**src/rtl/fetch_sequencer_if.sv**
```systemverilog
// rtl/fetch_sequencer_if.sv - instruction memory request/acknowledge bus
// Purpose: groups the fetch unit's memory access signals into one bundle.
// Signals:
//   mem_req    fetch -> mem  access request, held until mem_ack
//   mem_addr   fetch -> mem  word address, held until mem_ack
//   mem_ack    mem -> fetch  access complete, mem_rdata valid this cycle
//   mem_rdata  mem -> fetch  instruction word
// Modports: master (fetch side), slave (memory side).
interface fetch_sequencer_if;
  logic        mem_req;
  logic [31:0] mem_addr;
  logic        mem_ack;
  logic [31:0] mem_rdata;

  modport master (output mem_req, output mem_addr, input mem_ack, input mem_rdata);
  modport slave  (input mem_req, input mem_addr, output mem_ack, output mem_rdata);
endinterface

```
**src/rtl/fetch_sequencer.sv**
```systemverilog
// rtl/fetch_sequencer.sv - fetch PC owner and instruction fetch sequencer
// Purpose: issues in-order instruction fetches to a variable-latency memory,
// drains wrong-path accesses after branch/jump redirects, and holds fetched
// words in an output register backed by a one-entry skid buffer.
// Ports:
//   clk, rst      clock, synchronous active-high reset
//   PCSrcF        00 seq, 01 branch, 10 jump, 11 treated as seq
//   PCBranchF     branch target
//   PCjumpF       jump target
//   stallD        decode cannot accept this cycle
//   mem           memory bus (master modport of fetch_sequencer_if)
//   instrF, pcF   fetched instruction and its address
//   PCPlus4F      pcF + 4
//   validF        output fields are meaningful
//   timeout_err   sticky flag: an access stayed unacked past MAX_WAIT
module fetch_sequencer #(
  parameter logic [31:0] RESET_PC = 32'h0000_0000,
  parameter int unsigned MAX_WAIT = 15
) (
  input  logic              clk,
  input  logic              rst,
  input  logic [1:0]        PCSrcF,
  input  logic [31:0]       PCBranchF,
  input  logic [31:0]       PCjumpF,
  input  logic              stallD,
  fetch_sequencer_if.master mem,
  output logic [31:0]       instrF,
  output logic [31:0]       pcF,
  output logic [31:0]       PCPlus4F,
  output logic              validF,
  output logic              timeout_err
);
  localparam logic [7:0] WAIT_LIMIT = 8'(MAX_WAIT);

  typedef enum logic [1:0] {ISSUE, DRAIN, SKID} state_t;

  state_t      state_q, state_d;
  logic [31:0] pc_q, pc_d;
  logic [31:0] drain_addr_q, drain_addr_d;
  logic [31:0] skid_instr_q, skid_instr_d;
  logic [31:0] skid_pc_q, skid_pc_d;
  logic [31:0] instr_d, pcf_d, plus4_d;
  logic        valid_d;
  logic [7:0]  wait_cnt_q, wait_cnt_d;
  logic        timeout_d;

  logic        redirect, slot_free, consumed;
  logic [31:0] target;
  logic        req;
  logic [31:0] addr;

  assign mem.mem_req  = req;
  assign mem.mem_addr = addr;

  // A redirect is only honoured when decode is not stalled.
  always_comb begin
    redirect  = (PCSrcF == 2'b01 || PCSrcF == 2'b10) && !stallD;
    target    = ((PCSrcF == 2'b10) ? PCjumpF : PCBranchF) & 32'hFFFF_FFFC;
    slot_free = !validF || !stallD;
    consumed  = validF && !stallD;
  end

  always_comb begin
    state_d      = state_q;
    pc_d         = pc_q;
    drain_addr_d = drain_addr_q;
    skid_instr_d = skid_instr_q;
    skid_pc_d    = skid_pc_q;
    instr_d      = instrF;
    pcf_d        = pcF;
    plus4_d      = PCPlus4F;
    valid_d      = validF;
    wait_cnt_d   = wait_cnt_q;
    timeout_d    = timeout_err;
    req          = 1'b0;
    addr         = pc_q;

    unique case (state_q)
      ISSUE: begin
        req = 1'b1;
        if (redirect) begin
          pc_d    = target;
          valid_d = 1'b0;
          // The outstanding access must still complete; remember its address.
          if (!mem.mem_ack) begin
            drain_addr_d = pc_q;
            state_d      = DRAIN;
          end
        end else if (mem.mem_ack) begin
          pc_d = pc_q + 32'd4;
          if (slot_free) begin
            instr_d = mem.mem_rdata;
            pcf_d   = pc_q;
            plus4_d = pc_q + 32'd4;
            valid_d = 1'b1;
          end else begin
            skid_instr_d = mem.mem_rdata;
            skid_pc_d    = pc_q;
            state_d      = SKID;
          end
        end else if (consumed) begin
          valid_d = 1'b0;
        end
      end
      DRAIN: begin
        req  = 1'b1;
        addr = drain_addr_q;
        if (redirect) pc_d = target;
        if (mem.mem_ack) state_d = ISSUE;
      end
      SKID: begin
        // No new request while the skid word waits for decode.
        if (redirect) begin
          pc_d    = target;
          valid_d = 1'b0;
          state_d = ISSUE;
        end else if (!stallD) begin
          instr_d = skid_instr_q;
          pcf_d   = skid_pc_q;
          plus4_d = skid_pc_q + 32'd4;
          valid_d = 1'b1;
          state_d = ISSUE;
        end
      end
      default: state_d = ISSUE;
    endcase

    if (rst) req = 1'b0;

    if (!req || mem.mem_ack) begin
      wait_cnt_d = 8'd0;
    end else if (wait_cnt_q == WAIT_LIMIT) begin
      timeout_d = 1'b1;
    end else begin
      wait_cnt_d = wait_cnt_q + 8'd1;
    end
  end

  always_ff @(posedge clk) begin
    if (rst) begin
      state_q      <= ISSUE;
      pc_q         <= RESET_PC;
      drain_addr_q <= 32'd0;
      skid_instr_q <= 32'd0;
      skid_pc_q    <= 32'd0;
      instrF       <= 32'd0;
      pcF          <= 32'd0;
      PCPlus4F     <= 32'd0;
      validF       <= 1'b0;
      wait_cnt_q   <= 8'd0;
      timeout_err  <= 1'b0;
    end else begin
      state_q      <= state_d;
      pc_q         <= pc_d;
      drain_addr_q <= drain_addr_d;
      skid_instr_q <= skid_instr_d;
      skid_pc_q    <= skid_pc_d;
      instrF       <= instr_d;
      pcF          <= pcf_d;
      PCPlus4F     <= plus4_d;
      validF       <= valid_d;
      wait_cnt_q   <= wait_cnt_d;
      timeout_err  <= timeout_d;
    end
  end
endmodule

```
**src/flat_wrapper.sv**
```systemverilog
// flat-port wrapper written by rule: the top's interface ports become plain ports
module fetch_sequencer_flat 
#(
  parameter logic [31:0] RESET_PC = 32'h0000_0000,
  parameter int unsigned MAX_WAIT = 15
)
  (clk, rst, PCSrcF, PCBranchF, PCjumpF, stallD, instrF, pcF, PCPlus4F, validF, timeout_err, mem_mem_req, mem_mem_addr, mem_mem_ack, mem_mem_rdata);
  fetch_sequencer_if mem_i ();
  input  logic clk;
  input  logic rst;
  input  logic [1:0] PCSrcF;
  input  logic [31:0] PCBranchF;
  input  logic [31:0] PCjumpF;
  input  logic stallD;
  output logic [31:0] instrF;
  output logic [31:0] pcF;
  output logic [31:0] PCPlus4F;
  output logic validF;
  output logic timeout_err;
  output wire logic [$bits(mem_i.mem_req)-1:0] mem_mem_req;
  output wire logic [$bits(mem_i.mem_addr)-1:0] mem_mem_addr;
  input wire logic [$bits(mem_i.mem_ack)-1:0] mem_mem_ack;
  input wire logic [$bits(mem_i.mem_rdata)-1:0] mem_mem_rdata;
  assign mem_mem_req = mem_i.mem_req;
  assign mem_mem_addr = mem_i.mem_addr;
  assign mem_i.mem_ack = mem_mem_ack;
  assign mem_i.mem_rdata = mem_mem_rdata;
  fetch_sequencer #(.RESET_PC(RESET_PC), .MAX_WAIT(MAX_WAIT)) u_core (.clk(clk), .rst(rst), .PCSrcF(PCSrcF), .PCBranchF(PCBranchF), .PCjumpF(PCjumpF), .stallD(stallD), .mem(mem_i), .instrF(instrF), .pcF(pcF), .PCPlus4F(PCPlus4F), .validF(validF), .timeout_err(timeout_err));
endmodule
```
**config.mk**
```make
export PLATFORM = sky130hd
export DESIGN_NAME = fetch_sequencer_flat
export DESIGN_NICKNAME = d
export VERILOG_FILES = /design/src/rtl/fetch_sequencer_if.sv /design/src/rtl/fetch_sequencer.sv /design/src/flat_wrapper.sv
export SDC_FILE = /design/constraint.sdc
export NUM_CORES = 1
export LEC_CHECK = 0
export BUFFER_PORTS_ARGS = -buffer_cell sky130_fd_sc_hd__buf_2
export CAP_MARGIN = 40
export CORE_UTILIZATION = 40
export DETAILED_ROUTE_END_ITERATION = 7
export GPL_ROUTABILITY_DRIVEN = 1
export HOLD_SLACK_MARGIN = 0.03
export PLACE_DENSITY = 0.7
export SKIP_CTS_REPAIR_TIMING = 1
export SLEW_MARGIN = 0
export SYNTH_ARGS = -nofsm -noshare
export SYNTH_HDL_FRONTEND = slang
export SYNTH_SLANG_ARGS = --single-unit
```
**constraint.sdc**
```tcl
create_clock -name clk -period 2.6 [get_ports clk]
set_input_delay 0.52 -clock clk [delete_from_list [all_inputs] [get_ports clk]]
set_output_delay 0.52 -clock clk [all_outputs]
set_load 0.02 [all_outputs]
```
# After elaboration in Yosys (flattened, before gate mapping)

Index checks and enable logic that the tools add are counted.

Register bits: 236
Logic and storage cells: 98
Input port bits: 102
Output and inout bits: 131

Reduce and logical (&&, ||, !) cells: 21
Bitwise logic cells: 4
Equal/unequal tests: 18
$add $sub $neg: 3
Mux-type cells: 41

Operators with widths:

| operator              | count |
|---|---|
| $mux 32               | 20 |
| $pmux 32 s2           | 4 |
| $add 32x3->32 const B | 2 |
| $mux 2                | 7 |
| $ne 2x2->1 const B    | 5 |
| $ne 3x2->1 const B    | 3 |
| $add 8x1->8 const B   | 1 |
| $eq 8x4->1 const B    | 1 |
| $mux 1                | 8 |
| $ne 4x2->1 const B    | 2 |
| $reduce_and 4->1      | 2 |
| $pmux 2 s3            | 1 |
| $reduce_and 3->1      | 2 |
| $reduce_and 6->1      | 1 |
| $reduce_or 2->1       | 3 |
| $reduce_and 5->1      | 1 |
| $eq 2x1->1 const B    | 2 |
| $eq 2x2->1 const B    | 2 |
| $ne 2x1->1 const B    | 2 |
| $not 1->1             | 4 |
| $reduce_bool 2->1     | 2 |
| $logic_not 1->1       | 3 |
| $logic_or 1x1->1      | 3 |
| $ne 3x3->1 const B    | 1 |
| other kinds (4)       | 5 |

# Depth between registers and ports, before layout

Word-level depth: 8
Mapped depth: 10
Depth with buffers taken out: 7

# Worst setup path after synthesis

OpenSTA, ideal clock, no wires.

Path type: reg2reg
Start: register u_core.pc_q[3]
End: register u_core.PCPlus4F[24]
Path buffers: 0
Slack: 0.324 ns
Arrival time: 2.172 ns
Library setup time: 0.103 ns
Required time: 2.497 ns
Stages on the path, launching flop included: 7
Cell sequence: dfxtp_1 ha_1 nand3_1 or4_4 or4_1 and3_1 a2111oi_2

Word-level cells in the longest chain between the ends: 5

Ends and longest elaborated chain:

| what                   | RTL line               | source |
|---|---|---|
| start, declared        | fetch_sequencer.sv:38  | `logic [31:0] pc_q, pc_d;` |
| start signal, assigned | fetch_sequencer.sv:154 | `pc_q <= pc_d;` |
| $add 32x3->32          | fetch_sequencer.sv:94  | `plus4_d = pc_q + 32'd4;` |
| $mux 32                | fetch_sequencer.sv:91  | `if (slot_free) begin` |
| $mux 32                | fetch_sequencer.sv:89  | `end else if (mem.mem_ack) begin` |
| $mux 32                | fetch_sequencer.sv:81  | `if (redirect) begin` |
| $pmux 32 s2            | fetch_sequencer.sv:78  | `unique case (state_q)` |
| end signal, assigned   | fetch_sequencer.sv:160 | `PCPlus4F <= plus4_d;` |
| end, declared          | fetch_sequencer.sv:29  | `output logic [31:0] PCPlus4F,` |

Every way passes these cells. The select of a mux whose other input is x is not followed.
A chain may end at the register's enable or synchronous reset.

# Worst setup path in the final report

Start: register u_core.state_q[1]
End: output port mem_mem_addr[29]

Word-level cells in the longest chain between the ends: 2

Ends and longest elaborated chain:

| what                   | RTL line               | source |
|---|---|---|
| start, declared        | fetch_sequencer.sv:37  | `state_t state_q, state_d;` |
| start signal, assigned | fetch_sequencer.sv:153 | `state_q <= state_d;` |
| $eq 2x1->1             | fetch_sequencer.sv:78  |  |
| $mux 32                | fetch_sequencer.sv:78  |  |
| end, declared          | flat_wrapper.sv:21     | `output wire logic [$bits(mem_i.mem_addr)-1:0] mem_mem_addr;` |

Every way passes these cells.

==> impl_results.md <==
- Yosys warns: 0
- Slowest stage cell, crit path: dfxtp_1
- PD cells: 762.8 nW/um2
- Compound-cell area share of the yosys netlist: 0.1865
- Buf/Inv on CP: 3
- Hold EP: u_core.skid_pc_q[21]
- Post-synth EDFFs: 0
- Vias in the first global route: 10.14k
- Hold path start: rst
- R2R Path End: u_core.PCPlus4F[24]
- First-pass GRT wire length: 53.55 mm
- # rows: 61
- Die Y: 170.5 um
- All-Layer GR Usage: 0.2298
- Post-synth ARST share: 0
- Number of max-cap violations: 0
- DP HPWL: 24.07 mm
- Number of diodes: 0
- Share of layout cells above drive strength 1: 0.2357
- Synth Area in XOR/XNOR: 0.03160
- Worst skew pair latency: 0.54 ns
- Antenna viol nets, final: 0
- Distinct cells, synth: 65
- Via count: 11.03k
- Longest Clk Path Bufs: 3
- Commonest non-fill, non-tap cell in the layout: nand2_1
- Routed WL: between 30 and 40 mm
- First drt pass iteration count: 6
- Crit end category: output port
- Rel. slew slack: 0.4941
- Crit path launch type: flop
- Synth Area in Adders: 0.008810
- RSZ-0062 raised after global routing: false
- Clk slew on worst S/H paths: 0.06 ns
- Most used DFF post-synth: dfxtp_1
- F_max: ~410 MHz
- Core ar.: 27860 um2
- CP cell instances: inv_1 > ha_4 > clkbuf_16 > mux2_2 > buf_2
- P_leak: 5.343 nW
- TritonCTS Buffers: 27
- R2r setup slk: 0.23 ns
- Crit path from: u_core.state_q[1]
- Flops & latches, synth: 226
- CTS H-Tree Depth: 1
- Initial antenna violation count: 0
- CP delay by family, top: buffers and inverters
- Clk sinks: 226
- Largest net degree at the start of global routing: 71
- Final-report max-slew violation count: 0
- CTS Root Cell: clkbuf_16
- WP data arrival: 1.93 ns
- WL/cell: 17.18 um
- Post-Place Setup Slack: 0.2333 ns
- Die Wd: 170.5 um
- Layout area overhead: 23.30%
- Post-Syn Area per Cell: 7.996 um2
- R2R depth: 6
- Critical path fanouts, max: 16
- HP Class: input pin to flop
- CP Class: flop to output port
- # IOs: 233
- Detailed Route Iter0 Violations: 1034
- Commonest non-fill, non-tap cells in the layout: 248 x nand2_1, 226 x dfxtp_1, 221 x buf_2
- Critical R2R Launch: u_core.pc_q[3]
- Initial Util: 0.4079
- Power Total: 10.69 mW
- Simple-gate area share of the yosys netlist: 0.2058
- Setup violations, final: 0
- GPL Wtd Cong: approximately 0.9
- Min-Delay Path Depth: 2
- Residual DRC count: 0
- Worst hold slack: 0.1999 ns
- Fin. Hold Viols: 0
- Fin crit share: 0.9442
- Post-route minimum period: 2.455 ns
- Slowest stage delay, CP: 0.35 ns
- Via/cell ratio: around 5.5
- Largest family of logic cells by synthesized area: simple AND/OR/NAND/NOR gates
- Synth Cell Area: 11360 um2
- CTS tree: done
- Outcome: completed
- Final clock skew: 0.01484 ns
- Die Area: 29080 um2
- PortBufs: roughly 220
- TNS Setup: 0 ns
- Mux cell area share after synthesis: 0.1125
- Post-route setup slack: about 0.15 ns
- Worst Tran Pin Value: 0.7589 ns
- VDD IR-drop max: 458.5 uV
- Post-Synthesis Cells: about 1.4k
- Sequential share of the synthesized area: 0.3982
- WP data required: 2.08 ns
- Gr ovfl total: 0
- Net count reported at finish: 1711
==> cell type report <==
type / count / area [um2]
clock buffers: 38 / 807.0
clock inverters: 11 / 136.4
fillers: 2637 / 13850
inverters: 17 / 63.81
multi-input cells: 1044 / 6285
flip-flops and latches: 226 / 4524
well taps: 378 / 473.0
repair buffers: 285 / 1720
==> worst max-delay path by stage <==
stage	depth (start not counted)	slack, ns	endpoint
detailed placement	7	0.23	u_core.instrF[29]
finish	5	0.15	mem_mem_addr[29]
CTS	5	0.04	mem_mem_addr[3]
global route	7	0.05	u_core.pc_q[7]
floorplan	6	0.32	u_core.PCPlus4F[24]
global placement	8	0.26	u_core.pc_q[2]
==> metrics by stage <==
step / util / cell area, um2 / instances
CTS: 0.5016 / 13970 / 1998
floorplan: - / 11380 / 1426
detailed placement: 0.4677 / 13030 / 1949
global route: 0.5029 / 14010 / 1999
finish: 0.5029 / 14010 / 1999
global placement: 0.4677 / 13030 / 1949
==> registers in the layout, indices dropped and copies added (netlist names) <==
name	flops
u_core.PCPlus4F	30
u_core.drain_addr_q	30
u_core.instrF	32
u_core.pcF	30
u_core.pc_q	30
u_core.skid_instr_q	32
u_core.skid_pc_q	30
u_core.state_q	2
u_core.timeout_err	1
u_core.validF	1
u_core.wait_cnt_q	8
==> Yosys cell counts, types with 17 or more instances <==
cell,instances,area share
mux2i_1,94,0.083
a21oi_1,147,0.065
nor2_1,117,0.039
inv_1,17,0.0056
nand2_1,248,0.082
o21ai_0,61,0.027
nand3_1,32,0.014
clkbuf_1,107,0.035
mux2_2,30,0.030
xnor2_1,22,0.017
nor3_1,26,0.011
nand4_1,20,0.011
nor4_1,21,0.012
xor2_1,19,0.015
a211oi_1,67,0.044
dfxtp_1,226,0.40
==> power breakdown <==
| group | leakage (nW) | total [mW] | switching, mW | internal, mW |
|---|---|---|---|---|
| Sequential | 1.84 | 4.04 | 0.261 | 3.78 |
| Clock | 0.470 | 3.96 | 1.51 | 2.45 |
| Combinational | 3.03 | 2.69 | 1.70 | 0.990 |
==> cell families (layout without fill, tap and decap cells) <==
logic type                 after synthesis  after routing
muxes                                  124            124
adders and majority gates                8              8
other                                    1              6
xor gates and xnor gates                41             41
AOI/OAI and AO/OA                      347            347
buffers and inverters                  156            351
DFF                                    226            226
and+or+nand+nor                        518            518
==> worst register-to-register path: stages, from the launching register on <==
cell and delay (ns):
dfxtp_1 0.37, ha_1 0.25, nand3_1 0.12, or4_4 0.54, or4_1 0.41, and3_1 0.23
a2111oi_2 0.33
==> layer usage <==
layer | vias to the layer above | wire length, um | global-route usage
li1 | 5365 | - | -
met1 | 5189 | 14490 | 0.2906
met2 | 387 | 16420 | 0.3856
met3 | 89 | 2217 | 0.04488
met4 | 0 | 1212 | 0.08500
met5 | - | 0 | 0
No activity file was read; power rests on OpenSTA's default activity.
